===== src/rtl/fifo_wr_arb.sv =====
// fifo_wr_arb: grants the single FIFO write port to one of two producers in
// round-robin bursts of at most MAX_BURST words, and tracks free FIFO slots
// with a credit counter so a write is never issued while the FIFO is full.
//
// Producer handshake (valid/ready): reqx is valid, ackx is ready. A word on
// dinx transfers on a rising edge where reqx && ackx are both high. Until
// then the producer holds reqx/dinx stable. ackx is combinational and is
// never asserted in IDLE or while credits == 0. At most one of ack0/ack1 is
// high in any cycle.
//
// The FSM state is visible on grant: 00 = IDLE, 01 = BURST0, 10 = BURST1.
module fifo_wr_arb #(
    parameter int WIDTH     = 16,
    parameter int DEPTH     = 4,
    parameter int CW        = 3,
    parameter int MAX_BURST = 4
) (
    input  logic             clk,
    input  logic             rstp,
    input  logic             req0,
    input  logic [WIDTH-1:0] din0,
    output logic             ack0,
    input  logic             req1,
    input  logic [WIDTH-1:0] din1,
    output logic             ack1,
    input  logic             fifo_rd,
    output logic             fifo_writep,
    output logic [WIDTH-1:0] fifo_din,
    output logic [1:0]       grant,
    output logic [CW-1:0]    credits,
    output logic             err
);

    localparam int BW = (MAX_BURST > 1) ? $clog2(MAX_BURST) : 1;

    // One-hot encoding so grant is a direct copy of the state.
    typedef enum logic [1:0] {
        IDLE   = 2'b00,
        BURST0 = 2'b01,
        BURST1 = 2'b10
    } state_t;

    state_t          state;
    state_t          next_state;
    logic            prio;       // 0: requester 0 first, 1: requester 1 first
    logic [BW-1:0]   burst_cnt;  // words accepted in the current burst
    logic            has_credit;
    logic            ack;

    assign grant      = state;
    assign has_credit = (credits != '0);
    assign ack        = ack0 | ack1;

    // Next-state and handshake decode.
    always_comb begin
        next_state = state;
        ack0       = 1'b0;
        ack1       = 1'b0;
        case (state)
            IDLE: begin
                if (has_credit) begin
                    if (!prio) begin
                        if (req0)      next_state = BURST0;
                        else if (req1) next_state = BURST1;
                    end else begin
                        if (req1)      next_state = BURST1;
                        else if (req0) next_state = BURST0;
                    end
                end
            end
            BURST0: begin
                if (!req0) begin
                    next_state = IDLE;
                end else if (has_credit) begin
                    ack0 = 1'b1;
                    if (burst_cnt == BW'(MAX_BURST - 1)) next_state = IDLE;
                end
            end
            BURST1: begin
                if (!req1) begin
                    next_state = IDLE;
                end else if (has_credit) begin
                    ack1 = 1'b1;
                    if (burst_cnt == BW'(MAX_BURST - 1)) next_state = IDLE;
                end
            end
            default: next_state = IDLE;
        endcase
    end

    // State register.
    always_ff @(posedge clk or posedge rstp) begin
        if (rstp) state <= IDLE;
        else      state <= next_state;
    end

    // Priority hand-over on burst entry; burst length counting.
    always_ff @(posedge clk or posedge rstp) begin
        if (rstp) begin
            prio      <= 1'b0;
            burst_cnt <= '0;
        end else if (state == IDLE && next_state != IDLE) begin
            prio      <= (next_state == BURST0);
            burst_cnt <= '0;
        end else if (next_state == IDLE) begin
            burst_cnt <= '0;
        end else if (ack) begin
            burst_cnt <= burst_cnt + BW'(1);
        end
    end

    // Registered write strobe and data towards the FIFO.
    always_ff @(posedge clk or posedge rstp) begin
        if (rstp) begin
            fifo_writep <= 1'b0;
            fifo_din    <= '0;
        end else begin
            fifo_writep <= ack;
            if (ack) fifo_din <= ack0 ? din0 : din1;
        end
    end

    // Credit counter: ack consumes a slot, an accepted read frees one.
    always_ff @(posedge clk or posedge rstp) begin
        if (rstp) begin
            credits <= CW'(DEPTH);
            err     <= 1'b0;
        end else begin
            case ({ack, fifo_rd})
                2'b10: credits <= credits - CW'(1);
                2'b01: begin
                    if (credits == CW'(DEPTH)) err <= 1'b1;
                    else                       credits <= credits + CW'(1);
                end
                default: ;
            endcase
        end
    end

endmodule


===== config.mk =====
export PLATFORM = sky130hd
export DESIGN_NAME = fifo_wr_arb
export DESIGN_NICKNAME = d
export VERILOG_FILES = /design/src/rtl/fifo_wr_arb.sv
export SDC_FILE = /design/constraint.sdc
export NUM_CORES = 1
export LEC_CHECK = 0
export BUFFER_PORTS_ARGS = -buffer_cell sky130_fd_sc_hd__buf_2
export CORE_ASPECT_RATIO = 2
export CORE_UTILIZATION = 40
export DETAILED_ROUTE_END_ITERATION = 6
export GPL_ROUTABILITY_DRIVEN = 0
export GPL_TIMING_DRIVEN = 0
export PLACE_DENSITY_LB_ADDON = 0.05
export SYNTH_ARGS = -nofsm -noshare
export SYNTH_HDL_FRONTEND = slang
export SYNTH_SLANG_ARGS = --single-unit

===== constraint.sdc =====
create_clock -name clk -period 2.1 [get_ports clk]
set_input_delay 0.21 -clock clk [delete_from_list [all_inputs] [get_ports clk]]
set_output_delay 0.21 -clock clk [all_outputs]
set_load 0.03 [all_outputs]

==> results of run 1 <==
## layout make-up
type | instances | share of cell area (%)
Multi-Input combinational cell | 89 | 34.9
Clock inverter | 1 | 1.70
Inverter | 6 | 1.28
Buffer | 4 | 1.99
Clock buffer | 3 | 2.34
Sequential cell | 26 | 37.0
Tap cell | 31 | 2.20
Timing Repair Buffer | 64 | 18.6
## cell usage in the layout (no fill, tap or decap), types with 2 or more instances in the layout
master    Yosys  layout
o21ai_0      17      17
nor2_1        3       2
xnor2_1       2       2
nor3_1        2       2
clkbuf_8      0       3
nor3b_1       2       2
buf_4         2       5
nand2_1      21      21
a21oi_1       5       5
mux2i_1      16      16
buf_2         0      61
inv_1         5       5
dfrtp_1      25      24
## registers in the layout, summed over array words and instances (netlist names)
| name | flops |
|---|---|
| fifo_writep | 1 |
| prio | 1 |
| grant | 2 |
| err | 1 |
| credits | 3 |
| burst_cnt | 2 |
| fifo_din | 16 |
## worst max path at each step
stage / start / end / slack, ps / cells past startpoint
final: credits[2] / ack1 / 120 / 5
after global routing: credits[2] / ack1 / 20 / 5
after CTS: credits[2] / ack0 / 50 / 5
after detailed placement: credits[1] / credits[2] / -10 / 8
after global placement: credits[1] / credits[2] / 5 / 7
after floorplan: credits[1] / credits[2] / 20 / 7
## routing by layer
metal | vias to the layer above | track usage, % | wire, um
li1 | 573 | - | -
met1 | 554 | 19.4 | 1050
met2 | 36 | 35.5 | 1780
met3 | 4 | 1.74 | 117
met4 | 0 | 8.24 | 48
met5 | - | 0 | 0
## power by group through the flow
stage | Sequential (W) | Clock (W) | Combinational [W]
finish | 0.000920 | 0.000403 | 0.00139
global placement | 0.000913 | 0 | 0.00135
detailed placement | 0.000928 | 0 | 0.00138
global route | 0.000950 | 0.000437 | 0.00151
CTS | 0.000919 | 0.000418 | 0.00140
floorplan | 0.00132 | 0 | 0.000582
## per-stage QoR
stage	cells	area [sq um]	hold slack, ps	power (W)
6_report	224	1760	143	0.00271
3_3_place_gp	217	1670	413	0.00226
5_1_grt	224	1760	151	0.00290
2_1_floorplan	125	1320	249	0.00190
4_1_cts	223	1750	136	0.00273
3_5_place_dp	217	1670	417	0.00231
## tightest hold or removal path: stages
cell,delay (ps)
buf_2,70
nand2_1,30
o21ai_0,60
## logic make-up after synthesis
| group | Yosys count |
|---|---|
| flops | 26 |
| buf+inv | 10 |
| xor+xnor | 2 |
| mux | 16 |
| compound gates | 34 |
| simple gates | 35 |
| fa+ha+maj | 2 |
## what timing repair did
action / in CTS / in global routing
endpoints found under the hold margin: 0 / 0
pin swaps: 1 / 1
buffers inserted: 2 / 1
resized for setup: 0 / 2
setup endpoints to repair: 1 / 2
==> flow_summary_export.csv, run 1 <==
group,metric,value,unit
global_routing,first_global_vias,1237,
place,dpl_worst_slack,-13.0,ps
routing,route.vias.total,1167,
clock_network,post_cts_hold_buffer_count,0,
flow_run,timing.max_cap.violations,0,
power_and_ir_drop,vdd_ir_drop_max,0.765,mV
synth,netlist.top_cell.by_area,"dfrtp_1",
global_routing,global_route.overflow_total,0,
min_path,worstHoldPathCells,3,
floorplan,chipWidth,42.7,um
critical_path,critPathBufInv,3,
sta,timing.final.setup_violations,0,
sta,timing_max_transition_violations_final,0,
global_routing,grt_pass1_wl,5250,um
floorplan,die-area,3550,sq um
synth,synthesis.nets,164,
sta,fin_crit_sh,94.4,%
min_path,hold_path.startpoint,"din0[14]",
synth,async_flop_share,100,%
synth,syn_area_per_cell,10.6,sq um
clock_network,root_buffer,"clkbuf_8",
status,status,"completed",
synth,synth_top_family_by_area,"compound AO/OA/AOI/OAI gates",
clock_network,worstSkewPairLatency,270,ps
place,dpl.hpwl,2370,um
routing,drt-vias-per-instance,5.21,
critical_path,crit-reg2reg-capture,"credits[2]",
sta,sum_of_negative_setup_slack,0,ps
critical_path,worst_reg2reg_path_depth,8,
clock_network,clock_sinks,26,
power_and_ir_drop,power.switching_fraction,45.2,%
critical_path,reg2reg_slack,170,ps
critical_path,critical_path.reg2reg.startpoint,"grant[1]",
sta,tightest_slew,967,ps
min_path,min_to,"fifo_din[14]",
min_path,class_of_the_tightest_hold_or_removal_check,"in2reg",
synth,synth-adder-area-share,2.46,%
critical_path,worst_path_dominant_cell_family,"flip-flops",
critical_path,critPathRequiredTime,1890,ps
routing,firstDrtPassIters,4,
clock_network,cts_buffers,3,
sta,finalCriticalPeriod,1980,ps
synth,netlist_area,1320,sq um
synth,number_of_instances_in_the_synthesized_netlist,125,
power_and_ir_drop,total_leakage_power,0.856,nW
floorplan,rows,29,
synth,synth_seq_cells,26,
critical_path,crit_slowest_cell,"dfstp_2",
routing,drt_first_iter_violations,12,
floorplan,ios,62,
sta,grt_setup_unrepaired,"no",
final_layout,insertedDiodeCount,0,
global_routing,grt_max_degree,27,
routing,detail_route.wirelength,3000,um
final_layout,areaGrowthSynthToFinish,33.4,%
clock_network,clk_pin_slew,90,ps
power_and_ir_drop,p_clk_share,14.9,%
synth,synth-compound-area-share,16.2,%
critical_path,timing.critical_path.from_type,"flip-flop",
critical_path,crit_arrival,1770,ps
synth,yosys.cell_types.count,36,
global_routing,grt_overall_usage,18.7,%
power_and_ir_drop,cell_internal_pwr,0.00149,W
power_and_ir_drop,combinationalPowerShare,51.2,%
sta,clock-skew-final,8.06,ps
final_layout,ff_latch_area,653,sq um
sta,hold_viol_final,0,
critical_path,category_of_the_worst_setup_path_capture_point,"output port",
final_layout,filler_cell_count,295,
synth,synth.area.mux_share,12.1,%
sta,finalWorstSetupSlack,117,ps
final_layout,multi_input_area,616,sq um
sta,fmaxAchievable,504,MHz
clock_network,clock_tree_from_tritoncts,"yes",
final_layout,layout.nets,233,
floorplan,floorplan.core_area,3160,sq um
synth,xor_xnor_share_of_the_synthesized_area,1.32,%
critical_path,cp_cell_sequence,"nor3_4 -> buf_4 -> nor2_4 -> buf_8 -> buf_2",
synth,count_leader_synth,"dfrtp_1",
final_layout,layout-drive-gt1-share,42.0,%
synth,synth_top_area_share,47.3,%
critical_path,critical_path.max_stage_delay,600,ps
routing,postRouteAntennaNets,0,
synth,synth-edff-count,0,
sta,slew_headroom,35.5,%
synth,synth_top_flop_cell,"dfrtp_1",
floorplan,chipHeight,83.3,um
final_layout,finalCoreUtilization,55.9,%
place,buffer_ports.inserted,61,
synth,netlist_top_cells_area,"dfrtp_1 (47%), mux2i_1 (12%), o21ai_0 (6.4%)",
critical_path,critPathMaxFanout,10,
synth,synth.cells.most_frequent,"dfrtp_1 (25), nand2_1 (21), o21ai_0 (17), mux2i_1 (16)",
synth,synth_warnings,0,
global_routing,number_of_antenna_violations_at_the_first_check_in_global_routing,0,
power_and_ir_drop,pwr-share-seq,33.9,%
synth,seq_area_frac_synth,49.3,%
routing,post_drt_wl_per_cell,13.4,um
routing,drc_errors,0,
synth,synthSimpleGateAreaFrac,14.3,%
critical_path,worstSetupPathType,"reg2out",
power_and_ir_drop,cellPowerDensity,1540,nW/um^2
floorplan,initial_utilization,41.9,%
clock_network,cts-root-to-sink-buffers,2,
power_and_ir_drop,p_switching,0.00122,W
clock_network,clock_tree.htree_level_count,1,
No activity file was read; power rests on OpenSTA's default activity.
==> run 2: changes to the inputs <==
==> constraint.sdc (replaced) <==
create_clock -name clk -period 2.2 [get_ports clk]
set_input_delay 0.22 -clock clk [delete_from_list [all_inputs] [get_ports clk]]
set_output_delay 0.22 -clock clk [all_outputs]
set_load 0.03 [all_outputs]
==> run 2 against run 1 <==
Compared with the run above: first-iteration DRC count down 8.3%; non-clock buffer count down 2; utilization down 1.1 points; wire length down 3.0%; worst hold slack better by 11 ps; via count up 0.51%; clock skew down 4.9 ps; sequential power down 5.1%; global-route usage down 1.2 points; die area unchanged; cell count down 0.89%; critical endpoint is now ack0.
==> flow_summary_export.csv, run 2 (synthesized netlist as in run 1, its figures left out) <==
group,metric,value,unit
power_and_ir_drop,pwr-share-seq,35.2,%
sta,timing.final.setup_violations,0,
sta,fin_crit_sh,93.4,%
place,placed_cells_incl_taps,217,
sta,sum_of_negative_setup_slack,0,ps
power_and_ir_drop,cellPowerDensity,1430,nW/um^2
place,dpl_worst_slack,41.8,ps
floorplan,die-area,3550,sq um
global_routing,number_of_antenna_violations_at_the_first_check_in_global_routing,0,
clock_network,cts-root-to-sink-buffers,2,
clock_network,clock_tree.htree_level_count,1,
clock_network,post_cts_hold_buffer_count,0,
floorplan,chipWidth,42.7,um
final_layout,layout_top_registers,"fifo_din x16, credits x3",
place,dpl_cell_area,1670,sq um
sta,slew_headroom,34.2,%
global_routing,grt_max_degree,27,
sta,hold_viol_final,0,
routing,route.vias.total,1173,
routing,route.met3.wl,131,um
final_layout,layout.nets,231,
routing,drc_errors,0,
final_layout,register_containing_the_most_flip_flops_in_the_final_layout,"fifo_din",
clock_network,worstSkewPairLatency,260,ps
sta,tightest_slew,986,ps
global_routing,global_route.overflow_total,0,
clock_network,clock_tree_from_tritoncts,"yes",
final_layout,mostFrequentLayoutCells,"buf_2 (61), dfrtp_1 (25), nand2_1 (21), o21ai_0 (17), mux2i_1 (16)",
global_routing,first_global_vias,1171,
floorplan,initial_utilization,41.9,%
final_layout,multi_input_area,613,sq um
final_layout,filler_cell_count,303,
clock_network,cts_post_setup_buffers_inserted,0,
min_path,class_of_the_tightest_hold_or_removal_check,"in2reg",
routing,firstDrtPassIters,4,
min_path,hold_path.startpoint,"din0[12]",
critical_path,timing.critical_path.from_type,"flip-flop",
floorplan,chipHeight,83.3,um
final_layout,layout-drive-gt1-share,40.3,%
clock_network,root_buffer,"clkbuf_8",
flow_run,timing.max_cap.violations,0,
critical_path,crit_arrival,1840,ps
sta,grt_setup_unrepaired,"no",
global_routing,grt_pass1_wl,4950,um
sta,timing_max_transition_violations_final,0,
power_and_ir_drop,power.switching_fraction,46.7,%
critical_path,timing.critical_path.from,"credits[2]",
critical_path,worstSetupPathType,"reg2out",
power_and_ir_drop,total_leakage_power,0.843,nW
clock_network,cts_buffers,3,
final_layout,insertedDiodeCount,0,
final_layout,layoutNonFillerInstCount,222,
power_and_ir_drop,p_switching,0.00116,W
critical_path,critPathRequiredTime,1980,ps
power_and_ir_drop,vdd_ir_drop_max,0.821,mV
place,buffer_ports.inserted,61,
floorplan,ios,62,
power_and_ir_drop,design_power_total,0.00248,W
critical_path,critPathMaxFanout,10,
routing,drt_first_iter_violations,11,
routing,detail_route.wirelength,2910,um
status,status,"completed",
routing,met2_wirelength,1700,um
floorplan,rows,29,
routing,post_drt_wl_per_cell,13.1,um
routing,top_layer_used,"met4",
power_and_ir_drop,cell_internal_pwr,0.00132,W
power_and_ir_drop,p_clk_share,12.1,%
sta,fmaxAchievable,487,MHz
routing,drt-vias-per-instance,5.28,
critical_path,critical_path.reg2reg.startpoint,"grant[1]",
routing,postRouteAntennaNets,0,
power_and_ir_drop,combinationalPowerShare,52.7,%
final_layout,largest_register_ff_count,16,
routing,wirelength_met1,1060,um
place,dpl.hpwl,2310,um
sta,clock-skew-final,3.14,ps
final_layout,areaGrowthSynthToFinish,30.7,%
floorplan,floorplan.core_area,3160,sq um
clock_network,clk_pin_slew,90,ps
sta,finalWorstSetupSlack,145,ps
sta,finalCriticalPeriod,2060,ps
clock_network,clock_sinks,26,
clock_network,post_cts_gate_resize_count,0,
critical_path,category_of_the_worst_setup_path_capture_point,"output port",
final_layout,ff_latch_area,652,sq um
final_layout,finalInstanceArea,1730,sq um
final_layout,layout_commonest_cell,"buf_2",
global_routing,grt_overall_usage,17.5,%
==> run 2: final timing paths <==
kind,endpoint,slack (ps),cells after the start
hold / removal,fifo_din[12],150,3
setup / recovery,ack0,140,5
max in group asynchronous,fifo_din[13],1430,2
hold reg to reg,err,470,2
min in group asynchronous,burst_cnt[1],180,2
setup reg to reg,credits[2],210,7
==> run 2: per-stage QoR <==
stage | hold WS (ps) | util [%]
CTS | 149 | 54.5
global placement | 424 | 52.8
finish | 154 | 54.8
floorplan | 259 | -
global route | 171 | 54.8
detailed placement | 430 | 52.8
==> run 2: worst max-delay path, cell delays in order (launching register included) <==
cell and delay, ps:
dfstp_2 600, nor3_4 60, buf_4 170, nor2_1 280, buf_4 240, buf_2 210
==> run 2: power by group through the flow <==
stage / combinational (W) / clock, W / sequential (W)
finish: 0.00131 / 0.000300 / 0.000873
global route: 0.00142 / 0.000329 / 0.000906
CTS: 0.00132 / 0.000314 / 0.000876
detailed placement: 0.00131 / 0 / 0.000883
global placement: 0.00129 / 0 / 0.000871
floorplan: 0.000555 / 0 / 0.00126
==> run 2: per-layer routing <==
metal | vias to the layer above | GRT usage (%)
met5 | - | 0
met4 | 0 | 6.53
met3 | 2 | 1.30
met2 | 35 | 33.1
met1 | 565 | 19.1
li1 | 571 | -
==> run 2: cell type report <==
class / count / share of cell area (%)
tap: 31 / 2.24
buffer: 4 / 2.03
multi-input combinational: 89 / 35.5
clock buffer: 4 / 3.18
sequential: 26 / 37.7
inverter: 6 / 1.30
timing repair buffer: 62 / 18.1
